## config.mk

```make
export PLATFORM = sky130hd
export DESIGN_NAME = lifo_stack_param
export DESIGN_NICKNAME = d
export VERILOG_FILES = /design/src/rtl/lifo_pkg.sv /design/src/rtl/lifo_mem.sv /design/src/rtl/lifo_stack_param.sv
export SDC_FILE = /design/constraint.sdc
export NUM_CORES = 1
export LEC_CHECK = 0
export ABC_AREA = 1
export BUFFER_PORTS_ARGS = -buffer_cell sky130_fd_sc_hd__buf_2
export CELL_PAD_IN_SITES_DETAIL_PLACEMENT = 1
export CELL_PAD_IN_SITES_GLOBAL_PLACEMENT = 2
export CORE_ASPECT_RATIO = 0.7
export CORE_MARGIN = 8
export CORE_UTILIZATION = 32
export CTS_CLUSTER_DIAMETER = 40
export DETAILED_ROUTE_END_ITERATION = 10
export GPL_TIMING_DRIVEN = 0
export PLACE_DENSITY_LB_ADDON = 0.3
export RECOVER_POWER = 50
export SETUP_SLACK_MARGIN = 0.05
export SLEW_MARGIN = 20
export SYNTH_ARGS = -nofsm -noshare
export SYNTH_HDL_FRONTEND = slang
export SYNTH_SLANG_ARGS = --single-unit
```

## constraint.sdc

```tcl
create_clock -name clk -period 2.37 [get_ports clk]
set_input_delay 0.1185 -clock clk [delete_from_list [all_inputs] [get_ports clk]]
set_output_delay 0.1185 -clock clk [all_outputs]
set_load 0.005 [all_outputs]
```

## src/rtl/lifo_pkg.sv

```systemverilog
// Shared definitions for the parametrised LIFO stack: op encoding and pointer sizing.
package lifo_pkg;

    // Operation codes decoded from {push, pop}
    localparam logic [1:0] OP_IDLE    = 2'b00;
    localparam logic [1:0] OP_POP     = 2'b01;
    localparam logic [1:0] OP_PUSH    = 2'b10;
    localparam logic [1:0] OP_REPLACE = 2'b11;

    // Address width for a DEPTH-entry array, never narrower than one bit
    function automatic int unsigned ptr_width(input int unsigned depth);
        return (depth > 1) ? $clog2(depth) : 1;
    endfunction

endpackage

```

## src/rtl/lifo_mem.sv

```systemverilog
// Stack storage: register array with one synchronous write port and one combinational read port.
module lifo_mem #(
    parameter int unsigned WIDTH = 4,
    parameter int unsigned DEPTH = 4,
    parameter int unsigned AW    = 2
) (
    input  logic             clk,
    input  logic             we,
    input  logic [AW-1:0]    waddr,
    input  logic [WIDTH-1:0] wdata,
    input  logic [AW-1:0]    raddr,
    output logic [WIDTH-1:0] rdata
);

    logic [WIDTH-1:0] mem [DEPTH];

    // Contents are don't-care after reset, so the array has no reset
    always_ff @(posedge clk) begin
        if (we) begin
            mem[waddr] <= wdata;
        end
    end

    assign rdata = mem[raddr];

endmodule

```

## src/rtl/lifo_stack_param.sv

```systemverilog
// Parametrised LIFO stack with replace, peek, occupancy flags and sticky error flags.
module lifo_stack_param
    import lifo_pkg::*;
#(
    parameter int unsigned WIDTH    = 4,
    parameter int unsigned DEPTH    = 4,
    parameter int unsigned AF_LEVEL = DEPTH - 1
) (
    input  logic                         clk,
    input  logic                         Rst_n,
    input  logic                         EN,
    input  logic                         clr,
    input  logic                         push,
    input  logic                         pop,
    input  logic [WIDTH-1:0]             dataIn,
    output logic [WIDTH-1:0]             dataOut,
    output logic                         dout_valid,
    output logic [WIDTH-1:0]             top,
    output logic [$clog2(DEPTH+1)-1:0]   count,
    output logic                         EMPTY,
    output logic                         FULL,
    output logic                         almost_full,
    output logic                         overflow,
    output logic                         underflow
);

    localparam int unsigned CW = $clog2(DEPTH + 1);
    localparam int unsigned AW = ptr_width(DEPTH);

    logic [CW-1:0]    count_nxt;
    logic [WIDTH-1:0] dout_nxt;
    logic             dv_nxt;
    logic             ovf_nxt;
    logic             unf_nxt;
    logic             we;
    logic [AW-1:0]    waddr;
    logic [AW-1:0]    raddr;
    logic [WIDTH-1:0] rdata;

    // Flags and peek follow the registered count directly
    assign EMPTY       = (count == '0);
    assign FULL        = (count == CW'(DEPTH));
    assign almost_full = (count >= CW'(AF_LEVEL));
    assign raddr       = EMPTY ? '0 : AW'(count - CW'(1));
    assign top         = EMPTY ? '0 : rdata;

    lifo_mem #(
        .WIDTH (WIDTH),
        .DEPTH (DEPTH),
        .AW    (AW)
    ) u_mem (
        .clk   (clk),
        .we    (we),
        .waddr (waddr),
        .wdata (dataIn),
        .raddr (raddr),
        .rdata (rdata)
    );

    // Operation decode; clr wins over push/pop, nothing moves while EN is low
    always_comb begin
        count_nxt = count;
        dout_nxt  = dataOut;
        dv_nxt    = 1'b0;
        ovf_nxt   = overflow;
        unf_nxt   = underflow;
        we        = 1'b0;
        waddr     = AW'(count);
        if (EN) begin
            if (clr) begin
                count_nxt = '0;
                ovf_nxt   = 1'b0;
                unf_nxt   = 1'b0;
            end else begin
                case ({push, pop})
                    OP_PUSH: begin
                        if (FULL) begin
                            ovf_nxt = 1'b1;
                        end else begin
                            we        = 1'b1;
                            count_nxt = count + CW'(1);
                        end
                    end
                    OP_POP: begin
                        if (EMPTY) begin
                            unf_nxt = 1'b1;
                        end else begin
                            dout_nxt  = rdata;
                            dv_nxt    = 1'b1;
                            count_nxt = count - CW'(1);
                        end
                    end
                    OP_REPLACE: begin
                        we = 1'b1;
                        if (EMPTY) begin
                            count_nxt = CW'(1);
                        end else begin
                            // Overwrite the current top in place; occupancy unchanged
                            waddr    = raddr;
                            dout_nxt = rdata;
                            dv_nxt   = 1'b1;
                        end
                    end
                    default: ;
                endcase
            end
        end
    end

    always_ff @(posedge clk or negedge Rst_n) begin
        if (!Rst_n) begin
            count      <= '0;
            dataOut    <= '0;
            dout_valid <= 1'b0;
            overflow   <= 1'b0;
            underflow  <= 1'b0;
        end else begin
            count      <= count_nxt;
            dataOut    <= dout_nxt;
            dout_valid <= dv_nxt;
            overflow   <= ovf_nxt;
            underflow  <= unf_nxt;
        end
    end

endmodule

```

Yosys cells after proc, flatten, opt, wreduce, memory -nomap -nowiden
Memories as Yosys holds them, arrays and structs flattened.
Index checks and enable logic that the tools add are counted.
{"block": "op_classes", "addsub": 2, "n_mul": 0, "div_mod_pow": 0, "n_lt_le_gt_ge": 1, "eq_ne": 7, "n_shift": 0, "mux": 27, "bitwise_logic": 2, "n_reduce_logical": 11}
{"operator": "$mux 1", "count": 15}
{"operator": "$mux 3", "count": 4}
{"operator": "$mux 2", "count": 5}
{"operator": "$ne 3x3->1 const B", "count": 3}
{"operator": "$pmux 3 s3", "count": 1}
{"operator": "$reduce_bool 2->1", "count": 4}
{"operator": "$reduce_and 3->1", "count": 2}
{"operator": "$reduce_and 5->1", "count": 1}
{"operator": "$eq 2x2->1 const B", "count": 2}
{"operator": "$mux 4", "count": 1}
{"operator": "$reduce_and 4->1", "count": 1}
{"operator": "$reduce_bool 4->1", "count": 1}
{"operator": "$add 3x1->3 const B", "count": 1}
{"operator": "$eq 3x3->1 const B", "count": 1}
{"operator": "$ge 3x2->1 const B", "count": 1}
{"operator": "$logic_not 3->1", "count": 1}
{"operator": "$sub 3x1->3 const B", "count": 1}
{"operator": "$eq 2x1->1 const B", "count": 1}
{"operator": "$not 1->1", "count": 2}
{"operator": "$pmux 1 s2", "count": 1}
{"operator": "$reduce_or 2->1", "count": 1}
{"block": "word_totals", "reg_bits": 10, "latchBits": 0, "ram_bits": 16, "romBits": 0, "in_bits": 10, "elab_cells": 56, "memories": 1}
{"name": "u_mem.mem", "words": 4, "width": 4, "read_ports": 1, "rd_clocked_by_memory_dff": 0, "write_ports": 1, "line": "lifo_mem.sv:15", "text": "logic [WIDTH-1:0] mem [DEPTH];"}

Logic depth before layout (Yosys ltp)
Gate-level depths: netlist of run 1.
{"block": "logic_depth", "depth_word": 7, "mapped_depth": 9, "mapped_depth_nobuf": 8}

Hierarchy
A second synthesis of run 1 with hierarchy kept.
{"block": "unflattened", "hier_cells": 159, "hier_area_um2": 1397.6}
{"module": "lifo_mem", "instances": 1, "cells_per_inst": 70, "area_per_inst_um2": 708.2}
{"module": "lifo_stack_param", "instances": 1, "cells_per_inst": 89, "area_per_inst_um2": 689.4}

Worst setup path before layout of run 1
Ideal clock, no wire load.
{"block": "synth_path", "path_kind": "register -> register", "startpoint": "register count[0]", "endpoint": "memory u_mem.mem[3][0], enable pin", "setup_time_ns": 0.329, "arrival_time_ns": 1.669, "required_ns": 2.041, "path_slack_ns": 0.372, "path_stages_with_launch": 9, "path_buffers": 2, "synth_period_minus_slack_ns": 1.998, "path_cell_list": "dfrtp_1 > inv_1 > buf_2 > ha_1 > nand2_4 > buf_6 > nand3_1 > nand3_1 > nor2_1"}
{"block": "synth_between", "elab_chain_len": 7, "word_cells_on_any_way": 14, "classes_between": "add/sub: 1; eq/ne: 1; mux: 11; reduce/logical: 1"}
{"element": "start, declared", "line": "lifo_stack_param.sv:19", "text": "output logic [$clog2(DEPTH+1)-1:0] count,"}
{"element": "start signal, assigned", "line": "lifo_stack_param.sv:118", "text": "count <= count_nxt;"}
{"element": "$eq 3x3->1", "line": "lifo_stack_param.sv:42", "text": "assign FULL = (count == CW'(DEPTH));"}
{"element": "$mux 1", "line": "lifo_stack_param.sv:77", "text": "if (FULL) begin"}
{"element": "$pmux 1 s2", "line": "lifo_stack_param.sv:75", "text": "case ({push, pop})"}
{"element": "$mux 1", "line": "lifo_stack_param.sv:70", "text": "if (clr) begin"}
{"element": "$mux 1", "line": "lifo_stack_param.sv:69", "text": "if (EN) begin"}
{"element": "$mux 1", "line": "lifo_mem.sv:19", "text": "if (we) begin"}
{"element": "$mux 1 (not written as such)", "line": "lifo_mem.sv:20", "text": "mem[waddr] <= wdata;"}
{"element": "end, declared", "line": "lifo_mem.sv:15"}
Parallel ways exist; a longest one is shown, timed or not.

Worst setup path in the final report of run 1
{"block": "layout_path", "startpoint": "register count[0]", "endpoint": "output port top[2]"}
{"block": "layout_between", "elab_chain_len": 4, "word_cells_on_any_way": 5, "classes_between": "add/sub: 1; mux: 2; reduce/logical: 1; memory: 1"}
{"element": "$sub 3x1->3 or $logic_not 3->1 (tied branches)"}
{"element": "$mux 2", "line": "lifo_stack_param.sv:44", "text": "assign raddr = EMPTY ? '0 : AW'(count - CW'(1));"}
{"element": "$mem_v2 4x4"}
{"element": "$mux 4 (*)", "line": "lifo_stack_param.sv:45", "text": "assign top = EMPTY ? '0 : rdata;"}
{"element": "end, declared", "line": "lifo_stack_param.sv:18", "text": "output logic [WIDTH-1:0] top,"}
Every way passes the cells marked *; elsewhere a longest branch is shown, timed or not.

==> reports/metrics.csv, run 1 <==
stage,metric,value,unit
floorplan,ioPinCount,27,
hold_path,holdCritStartpoint,clr,
worst_setup_path,cp-startpoint,count[0],
synthesis,synth_most_common_cell,nand2_1,
synthesis,synth_flop_cell,edfxtp_1,
hold_path,min_path_type,input pin to register,
synthesis,synth_mux_area_frac,0,
sta,whs,0.09035,ns
floorplan,die_w,92.84,microns
sta,rsz0062_at_grt,false,
synthesis,yosysWarningCount,0,
synthesis,yosys.area_share.simple,0.3321,
sta,setup_viol,0,
detailed_routing,drt-total-wl,3480,microns
sta,finalHoldViolCount,0,
placed_design,place_inst,226,
detailed_routing,avgViaCountPerCell,4.749,
grt,grt_usage,0.1058,
detailed_routing,antenna_left,0,
detailed_routing,drtIter0Drc,79,
worst_setup_path,r2r-start,count[0],
clock_tree,clock_latency,0.27,ns
detailed_routing,post_drt_wl_per_cell,15.06,microns
sta,slew_headroom,0.6070,
clock_tree,h-tree-depth,1,
synthesis,yosysSeqAreaShare,0.5525,
pwr,max-vdd-ir-drop,0.4728,mV
pwr,p_leak,0.7328,nW
clock_tree,post_cts_buffers,0,
synthesis,synthTopCellsByArea,"edfxtp_1 36%, dfrtp_1 19%, nand2_1 12%, nand3_1 11%, nor2_1 4.3%",
clock_tree,cts_max_path_buffers,2,
worst_setup_path,crit_type,register to output port,
cells_and_area,stdcell_area,0.001615,sq mm
synthesis,synth_cell_type_count,21,
run_status,status,finished clean,
clock_tree,root_buffer,clkbuf_8,
synthesis,async_flop_share,0.3846,
worst_setup_path,reg2reg_slack,0.25,ns
cells_and_area,nets,194,
worst_setup_path,reg2reg_depth,8,
synthesis,synth_fa_ha_area_frac,0.03784,
sta,finalClockSkew,0.002294,ns
sta,fin_crit_sh,0.9165,
synthesis,syn-num-nets,162,
grt,grt_max_degree,16,
placed_design,routabilityCongestion,0.7710,
synthesis,synth_top_area_cell,edfxtp_1,
cells_and_area,layoutNonFillerInstCount,231,
pwr,power.density,1179,mW/mm^2
synthesis,synth_commonest_cells,"43 x nand2_1, 29 x nand3_1, 16 x edfxtp_1",
synthesis,yosys.area.top_type_share,0.3633,
worst_setup_path,r2r_end,u_mem.mem[3][2],
worst_setup_path,end_kind,output port,
flow_run,maxCapViolCount,0,
synthesis,avgSynthCellArea,8.936,sq um
clock_tree,cts_buffers,3,
floorplan,fp.dieH,69.79,microns
detailed_routing,drt_pass1_iterations,4,
worst_setup_path,crit_required,2.25,ns
detailed_routing,drcViolationCount,0,
cells_and_area,synthToLayoutAreaGrowth,22.14,%
cells_and_area,layout-drive-gt1-share,0.2123,
synthesis,synth_cells,148,
sta,layout_min_cycle_time,2.172,ns
placed_design,hpwl,2821,microns
detailed_routing,vias,1097,
worst_setup_path,cp_max_fo,11,
synthesis,synth_compound_area_frac,0.03406,
clock_tree,cts_tree,built,
grt,antenna_found_initial,0,
synthesis,synth-edff-count,16,
clock_tree,clock-sinks,26,
clock_tree,path_clk_slew,0.09,ns
grt,grt_pass1_wl,5471,microns
floorplan,core_area,0.003946,sq mm
floorplan,initial_core_util,0.3351,
sta,max_freq,0.4604,GHz
placed_design,placed_area,0.001518,sq mm
synthesis,syn_area,0.001323,sq mm
sta,finalMaxSlewViolations,0,
grt,overflow,0,
grt,grt_pass1_vias,1071,
sta,tightest_slew,0.5895,ns
synthesis,ys_ff_latch,26,
synthesis,synth-xor-area-share,0,
worst_setup_path,cp_data_arrival_time,2.05,ns
synthesis,synth_top_family_by_area,simple AND/OR/NAND/NOR gates,
hold_path,min_path_cells,2,
hold_path,min_to,underflow,
cells_and_area,fin_util,0.4093,
floorplan,dieArea,0.006479,sq mm
worst_setup_path,worst_setup_path_start_kind,register,
floorplan,rows,19,
cells_and_area,antenna_cells,0,
placed_design,port_buffers,26,
stage by stage:
| stage | total power, mW | setup slack, ns | TNS (ns) |
|---|---|---|---|
| finish | 1.905 | 0.1979 | 0 |
| detailed placement | 1.512 | -0.04130 | -0.2876 |
| floorplan | 1.189 | 0.3722 | 0 |
| global route | 2.052 | 0.05287 | 0 |
| CTS | 1.907 | 0.02403 | 0 |
| global placement | 1.481 | 0.007141 | 0 |
flip-flops by register name (all words and copies together) (netlist names):
name,count
u_mem.mem,16
dataOut,4
count,3
dout_valid,1
overflow,1
underflow,1
worst max-delay path by stage:
| stage | to | cells after the start |
|---|---|---|
| 6_report | top[2] | 10 |
| 5_1_grt | top[2] | 10 |
| 4_1_cts | u_mem.mem[3][2] | 8 |
| 3_5_place_dp | u_mem.mem[3][1] | 8 |
| 3_3_place_gp | u_mem.mem[2][1] | 8 |
| 2_1_floorplan | u_mem.mem[3][0] | 8 |
worst max-delay path, cell delays in order, from the launching register on:
cell	delay, ns
dfrtp_1	0.46
inv_1	0.14
clkbuf_4	0.24
ha_4	0.21
inv_1	0.08
nor2_4	0.17
nor2_2	0.08
nand3_1	0.12
nand2_1	0.08
nor2_1	0.08
buf_2	0.11
cell families (layout without fill, tap and decap cells):
logic type / count (synthesis) / after routing
AOI/OAI and AO/OA: 8 / 8
buffers and inverters: 13 / 44
adders and majority gates: 4 / 4
and+or+nand+nor: 97 / 97
DFF: 26 / 26
placed cells by master, fill, tap and decap left out, drive strengths merged:
| master | n |
|---|---|
| dlygate4sd3 | 1 |
| or2 | 1 |
| ha | 4 |
| buf | 16 |
| clkbuf | 15 |
| dfrtp | 10 |
| a21oi | 4 |
| edfxtp | 16 |
| nand3 | 30 |
| o21ai | 2 |
| o21a | 2 |
| bufinv | 1 |
| nor2 | 18 |
| nand4 | 1 |
| inv | 11 |
| nand2 | 47 |
timing repair:
action	in CTS	in global routing
hold buffers	1	0
resized for setup	2	6
setup endpoints to repair	20	20
hold endpoints to repair	10	0
where the power goes:
| group | internal [mW] | switching (mW) |
|---|---|---|
| logic | 0.347 | 0.577 |
| clock network | 0.226 | 0.147 |
| registers | 0.552 | 0.0550 |
layer usage:
metal	vias to the layer above	wire, microns	GRT usage	share of wire
li1	554	-	-	-
met1	519	1864	0.1564	0.54
met2	20	1425	0.1422	0.41
met3	4	146	0.02486	0.042
met4	0	43	0.03737	0.012
met5	-	0	0	0
cell type report:
cell class	count	area (sq um)
clock buffers	3	41.29
plain buffers	2	18.77
fillers	487	2331
flip-flops and latches	26	730.7
multi-input cells	109	561.8
repair buffers	27	126.4
clock inverters	1	30.03
inverters	11	41.29
well taps	52	65.06
Note: power is estimated with default switching activity, not from simulation.
==> inputs of run 2 (changes only) <==
--- a/config.mk
+++ b/config.mk
@@ -5,14 +5,10 @@
 export SDC_FILE = /design/constraint.sdc
 export NUM_CORES = 1
 export LEC_CHECK = 0
-export ABC_AREA = 1
 export BUFFER_PORTS_ARGS = -buffer_cell sky130_fd_sc_hd__buf_2
-export CELL_PAD_IN_SITES_DETAIL_PLACEMENT = 1
-export CELL_PAD_IN_SITES_GLOBAL_PLACEMENT = 2
 export CORE_ASPECT_RATIO = 0.7
 export CORE_MARGIN = 8
-export CORE_UTILIZATION = 32
-export CTS_CLUSTER_DIAMETER = 40
+export CORE_UTILIZATION = 53
 export DETAILED_ROUTE_END_ITERATION = 10
 export GPL_TIMING_DRIVEN = 0
 export PLACE_DENSITY_LB_ADDON = 0.3
==> run 2 against run 1 <==
Effect of this change: clock power down 41%; sequential power down 4.8%; non-clock buffer count up 7; register-to-register slack worse by 0.15 ns; clock skew up 0.012 ns; cell count down 20%; critical path depth down 3; sequential share of layout area up 0.25 points; first-iteration DRC count down 11%; die area down 33%; maximum frequency down 4.2%; critical path type is now register to register; largest cell class unchanged; largest power group unchanged.
==> reports/metrics.csv, run 2 <==
stage,metric,value,unit
worst_setup_path,worstPathCellList,buf_2 > inv_4 > ha_4 > nand2b_1 > nand4_1 > or4_1 > a21oi_4,
sta,tightest_slew,0.8188,ns
synthesis,yosys.area.top_type_share,0.3664,
synthesis,syn-num-nets,132,
worst_setup_path,path_buf_inv,2,
synthesis,yosysWarningCount,0,
worst_setup_path,end_kind,register,
synthesis,synth_cell_type_count,34,
detailed_routing,drt_pass1_iterations,4,
clock_tree,clock-sinks,26,
clock_tree,h-tree-depth,1,
pwr,p_sw_frac,0.3653,
synthesis,syn_area,0.001311,sq mm
floorplan,core_area,0.002402,sq mm
sta,slew_headroom,0.4517,
grt,grt_max_degree,15,
synthesis,synthTopCellsByArea,"edfxtp_1 37%, dfrtp_1 19%, mux2i_1 6.1%, a21oi_1 4.2%, ha_1 3.8%",
cells_and_area,layoutNonFillerInstCount,185,
grt,antenna_found_initial,0,
floorplan,die_w,75.45,microns
worst_setup_path,crit_family,simple AND/OR/NAND/NOR gates,
placed_design,port_buffers,24,
floorplan,initial_core_util,0.5458,
floorplan,rows,15,
detailed_routing,post_drt_wl_per_cell,16.57,microns
flow_run,maxCapViolCount,0,
worst_setup_path,worst_setup_path_start_kind,register,
worst_setup_path,max_stage_delay,0.52,ns
synthesis,async_flop_share,0.3846,
hold_path,min_path_type,input pin to register,
synthesis,synth_most_common_cell,edfxtp_1,
cells_and_area,layout-drive-gt1-share,0.2781,
floorplan,dieArea,0.004347,sq mm
synthesis,ys_ff_latch,26,
detailed_routing,drtIter0Drc,70,
sta,layout_min_cycle_time,2.267,ns
synthesis,synth_top_area_cell,edfxtp_1,
grt,grt_pass1_vias,1009,
pwr,pwr-share-clk,0.152,
pwr,power_frac_seq,0.398,
pwr,max-vdd-ir-drop,0.4547,mV
detailed_routing,avgViaCountPerCell,5.627,
detailed_routing,drcViolationCount,0,
cells_and_area,antenna_cells,0,
synthesis,yosysSeqAreaShare,0.5573,
grt,grt_usage,0.1408,
sta,setup_viol,0,
cells_and_area,final_cell_mix,"23 x buf_2, 16 x edfxtp_1, 10 x dfrtp_1, 9 x o21ai_0",
cells_and_area,synthToLayoutAreaGrowth,22.52,%
worst_setup_path,cp_data_arrival_time,2.29,ns
detailed_routing,antenna_left,0,
worst_setup_path,crit_type,register to register,
worst_setup_path,crit_required,2.39,ns
clock_tree,clock_latency,0.32,ns
pwr,switching_power,530.8,uW
run_status,status,finished clean,
pwr,combPwrFrac,0.450,
sta,max_freq,0.4410,GHz
detailed_routing,drt-total-wl,3066,microns
cells_and_area,regMostFlops,u_mem.mem,
placed_design,routabilityCongestion,0.8808,
pwr,p_leak,0.6628,nW
sta,finalClockSkew,0.01441,ns
synthesis,avgSynthCellArea,11.11,sq um
clock_tree,path_clk_slew,0.14,ns
clock_tree,cts_tree,built,
pwr,power.density,904.5,mW/mm^2
sta,fin_setup_tns,0,ns
grt,overflow,0,
sta,finalMaxSlewViolations,0,
pwr,power,1.453,mW
sta,rsz0062_at_grt,true,
clock_tree,cts_max_path_buffers,2,
floorplan,ioPinCount,27,
sta,timing.final.ws_setup,0.1026,ns
clock_tree,root_buffer,clkbuf_4,
synthesis,synth_flop_cell,edfxtp_1,
worst_setup_path,cp_max_fo,8,
detailed_routing,vias,1041,
synthesis,synth-edff-count,16,
floorplan,fp.dieH,57.62,microns
worst_setup_path,slowest_stage,or4_1,
sta,fin_crit_sh,0.9567,
placed_design,place_inst,176,
cells_and_area,fin_util,0.6688,
sta,finalHoldViolCount,0,
grt,grt_pass1_wl,4685,microns
clock_tree,cts_buffers,3,
pwr,internal-power,922.3,uW
cells_and_area,nets,166,
cells_and_area,mostFrequentLayoutCell,buf_2,
placed_design,pre_cts_slack,-0.2526,ns
cells_and_area,reg_top3,"u_mem.mem x16, dataOut x4, count x3",
cells_and_area,largest_reg_flops,16,
synthesis,synth_cells,118,
placed_design,hpwl,2218,microns
synthesis,synth_commonest_cells,"16 x edfxtp_1, 11 x a21oi_1, 10 x dfrtp_1, 10 x o21ai_0",
[run 2: cell types whose count changed in the layout (fill, tap and decap cells not counted), sizes merged, moves of 7 or more]
cell and delta:
a21oi +7, buf +11, mux2i +8, nand2 -39
nand3 -27, nor2 -11, o21ai +8
[run 2: logic make-up (layout without fill, tap and decap cells)]
kind of cell / count (synthesis) / in the layout / synth area share
fa+ha+maj: 4 / 4 / 0.03817
xor+xnor: 2 / 2 / 0.01336
simple gates: 32 / 32 / 0.1260
mux: 9 / 9 / 0.06966
buf+inv: 13 / 46 / 0.04484
compound gates: 32 / 32 / 0.1508
flops: 26 / 26 / 0.5573
[run 2: repair_timing]
action / CTS / global route
endpoints found under the hold margin: 14 / 3
gates resized for setup: 8 / 6
endpoints found under the setup margin: 20 / 20
hold buffers: 2 / 1
setup buffers: 0 / 2
cloned: 0 / 0
[run 2: worst paths after layout]
check,cells past startpoint,startpoint,slack [ns],end
worst min register to register,2,dataOut[0],0.49,dataOut[0]
min in group asynchronous,2,Rst_n,0.25,underflow
max in group asynchronous,2,Rst_n,1.77,dataOut[0]
worst max register to register,7,count[0],0.10,u_mem.mem[0][0]
worst min-delay path,2,EN,0.008,count[0]
worst max-delay path,7,count[0],0.10,u_mem.mem[0][0]
[run 2: power by group through the flow]
stage | Sequential [mW] | Combinational [mW] | Clock, mW
after floorplan | 0.591 | 0.364 | 0
after global placement | 0.585 | 0.568 | 0
after detailed placement | 0.589 | 0.583 | 0
after CTS | 0.578 | 0.617 | 0.224
after global routing | 0.589 | 0.728 | 0.238
final | 0.578 | 0.654 | 0.221
[run 2: routing by layer]
metal / track usage / part of all wire / vias up
met2: 0.2233 / 0.45 / 51
met5: 0 / 0 / -
met1: 0.1778 / 0.44 / 486
met4: 0.04360 / 0.017 / 0
li1: - / - / 496
met3: 0.04303 / 0.085 / 8
[run 2: through the flow]
| stage | instance area, sq um | hold slack (ns) |
|---|---|---|
| global route | 1607 | 0.004677 |
| floorplan | 1311 | -0.1771 |
| CTS | 1558 | 0.007708 |
| finish | 1607 | 0.008475 |
| detailed placement | 1474 | -0.009896 |
| global placement | 1474 | -0.01954 |
[run 2: area by class of cell]
type | instances | area [sq um]
flip-flops and latches | 26 | 730.7
fillers | 209 | 795.8
well taps | 34 | 42.54
clock buffers | 4 | 36.28
plain buffers | 7 | 36.28
inverters | 6 | 25.02
multi-input cells | 79 | 578.1
repair buffers | 29 | 157.7
[run 2: worst register-to-register path: cells and delay by family (launching register included)]
| family | cells | cell delay (ns) |
|---|---|---|
| compound gates | 1 | 0.23 |
| fa+ha+maj | 1 | 0.20 |
| buf+inv | 2 | 0.32 |
| simple gates | 3 | 0.82 |
| flops | 1 | 0.40 |
==> inputs of run 3 (changes only) <==
==> constraint.sdc (replaced) <==
create_clock -name clk -period 2.37 [get_ports clk]
set_input_delay 0.237 -clock clk [delete_from_list [all_inputs] [get_ports clk]]
set_output_delay 0.237 -clock clk [all_outputs]
set_load 0.005 [all_outputs]
==> run 3 against run 2 <==
Effect of this change: cell count shrank 1.1%; critical path depth is the same; clock skew grew 0.00094 ns; global-route usage shrank 0.21 points; non-clock buffer count shrank 2; flip-flop and latch count is the same; critical path type unchanged; critical endpoint unchanged.
==> reports/metrics.csv, run 3 (synthesis gave the netlist of run 2 again) <==
stage,metric,value,unit
run_status,status,finished clean,
worst_setup_path,reg2reg_slack,0.10,ns
floorplan,initial_core_util,0.5458,
cells_and_area,regMostFlops,u_mem.mem,
flow_run,maxCapViolCount,0,
pwr,max-vdd-ir-drop,0.4752,mV
placed_design,port_buffers,24,
floorplan,ioPinCount,27,
placed_design,hpwl,2218,microns
clock_tree,cts_buffers,3,
sta,setup_viol,0,
floorplan,core_area,0.002402,sq mm
grt,overflow,0,
sta,finalHoldViolCount,0,
detailed_routing,avgViaCountPerCell,5.721,
worst_setup_path,max_stage_delay,0.49,ns
pwr,p_leak,0.6560,nW
clock_tree,h-tree-depth,1,
floorplan,dieArea,0.004347,sq mm
worst_setup_path,crit_type,register to register,
worst_setup_path,cp_data_arrival_time,2.27,ns
grt,grt_usage,0.1387,
worst_setup_path,worstPathCellList,buf_4 > inv_6 > ha_4 > nand2b_1 > nand4_1 > or4_1 > a21oi_2,
worst_setup_path,r2r-start,count[0],
worst_setup_path,worst_setup_path_start_kind,register,
sta,finalClockSkew,0.01535,ns
worst_setup_path,crit_required,2.38,ns
detailed_routing,drt-total-wl,3106,microns
clock_tree,cts_tree,built,
clock_tree,clock_latency,0.32,ns
grt,grt_max_degree,15,
worst_setup_path,slowest_stage,or4_1,
sta,fin_setup_tns,0,ns
sta,finalMaxSlewViolations,0,
cells_and_area,mostFrequentLayoutCell,buf_2,
cells_and_area,nets,164,
sta,layout_min_cycle_time,2.268,ns
floorplan,fp.dieH,57.62,microns
grt,grt_pass1_vias,998,
floorplan,die_w,75.45,microns
grt,antenna_found_initial,0,
clock_tree,root_buffer,clkbuf_4,
detailed_routing,drt_pass1_iterations,4,
worst_setup_path,reg2reg_depth,7,
detailed_routing,drcViolationCount,0,
worst_setup_path,cp-startpoint,count[0],
worst_setup_path,cp_max_fo,8,
cells_and_area,largest_reg_flops,16,
cells_and_area,layout-drive-gt1-share,0.3289,
clock_tree,cts_max_path_buffers,2,
hold_path,min_to,count[0],
floorplan,rows,15,
cells_and_area,stdcell_area,0.001595,sq mm
worst_setup_path,end_kind,register,
sta,fin_crit_sh,0.9568,
sta,tightest_slew,0.5455,ns
cells_and_area,antenna_cells,0,
detailed_routing,vias,1047,
clock_tree,path_clk_slew,0.14,ns
detailed_routing,post_drt_wl_per_cell,16.97,microns
sta,slew_headroom,0.6347,
sta,max_freq,0.4410,GHz
cells_and_area,synthToLayoutAreaGrowth,21.66,%
placed_design,routabilityCongestion,0.8808,
cells_and_area,final_cell_mix,"21 x buf_2, 16 x edfxtp_1, 9 x o21ai_0, 9 x dfrtp_1",
cells_and_area,reg_top3,"u_mem.mem x16, dataOut x4, count x3",
cells_and_area,fillCellCount,211,
hold_path,min_path_cells,2,
hold_path,min_path_type,input pin to register,
hold_path,holdCritStartpoint,EN,
clock_tree,clock-sinks,26,
pwr,power.density,937.0,mW/mm^2
worst_setup_path,r2r_end,u_mem.mem[0][0],
detailed_routing,drtIter0Drc,83,
detailed_routing,antenna_left,0,
pwr,power,1.495,mW
placed_design,placed_area,0.001474,sq mm
grt,grt_pass1_wl,4609,microns
==> run 3: changes by cell type in the layout (fill, tap and decap cells not counted), sizes merged <==
| cell | change |
|---|---|
| dlygate4sd3 | -2 |
| buf | -1 |
| clkbuf | +1 |
==> run 3: stage by stage <==
| step | instances | setup slack (ns) | hold WS, ns | util |
|---|---|---|---|---|
| 6_report | 183 | 0.1023 | 0.1246 | 0.6641 |
| 5_1_grt | 183 | -0.004669 | 0.1233 | 0.6641 |
| 4_1_cts | 182 | 0.03594 | 0.1178 | 0.6464 |
| 3_5_place_dp | 176 | -0.2526 | 0.1086 | 0.6135 |
| 3_3_place_gp | 176 | -0.1775 | 0.09896 | 0.6135 |
| 2_1_floorplan | 118 | 0.1394 | -0.05859 | - |
==> run 3: final cells by class <==
class                   instances  area [sq um]  share of cell area
flip-flops and latches         26         732.0              0.4588
multi-input cells              79         578.1              0.3624
repair buffers                 27         137.6             0.08627
well taps                      34         42.54             0.02667
plain buffers                   7         41.29             0.02588
clock buffers                   4         36.28             0.02275
inverters                       6         27.53             0.01725
==> run 3: worst max-delay path by stage <==
stage | to | slack, ns | cells after the start
finish | u_mem.mem[0][0] | 0.10 | 7
global route | top[0] | -0.005 | 10
CTS | top[0] | 0.04 | 8
detailed placement | u_mem.mem[0][1] | -0.25 | 7
global placement | u_mem.mem[0][1] | -0.18 | 7
floorplan | u_mem.mem[0][0] | 0.14 | 7
==> run 3: what timing repair did <==
item                       4_1_cts  5_1_grt
setup buffers                    1        1
resized for setup                8       15
hold endpoints to repair        10        0
hold buffers                     1        0
setup endpoints to repair       20       16
pin swaps                        0        1
==> run 3: report_power, final <==
group          leakage (nW)  internal, mW  switching (mW)
logic                 0.362         0.308           0.385
registers             0.273         0.545          0.0354
clock network        0.0210        0.0940           0.127
==> run 3: per-layer routing <==
metal / GRT usage / vias to the layer above / part of all wire
li1: - / 492 / -
met1: 0.1757 / 493 / 0.43
met2: 0.2184 / 54 / 0.46
met3: 0.04303 / 8 / 0.088
met4: 0.04360 / 0 / 0.018
met5: 0 / - / 0
==> run 3: worst max-delay path: cells and delay by family, from the launching register on <==
family | cells | cell delay (ns)
buffers and inverters | 2 | 0.25
AOI/OAI and AO/OA | 1 | 0.30
and+or+nand+nor | 3 | 0.82
adders and majority gates | 1 | 0.19
DFF | 1 | 0.39
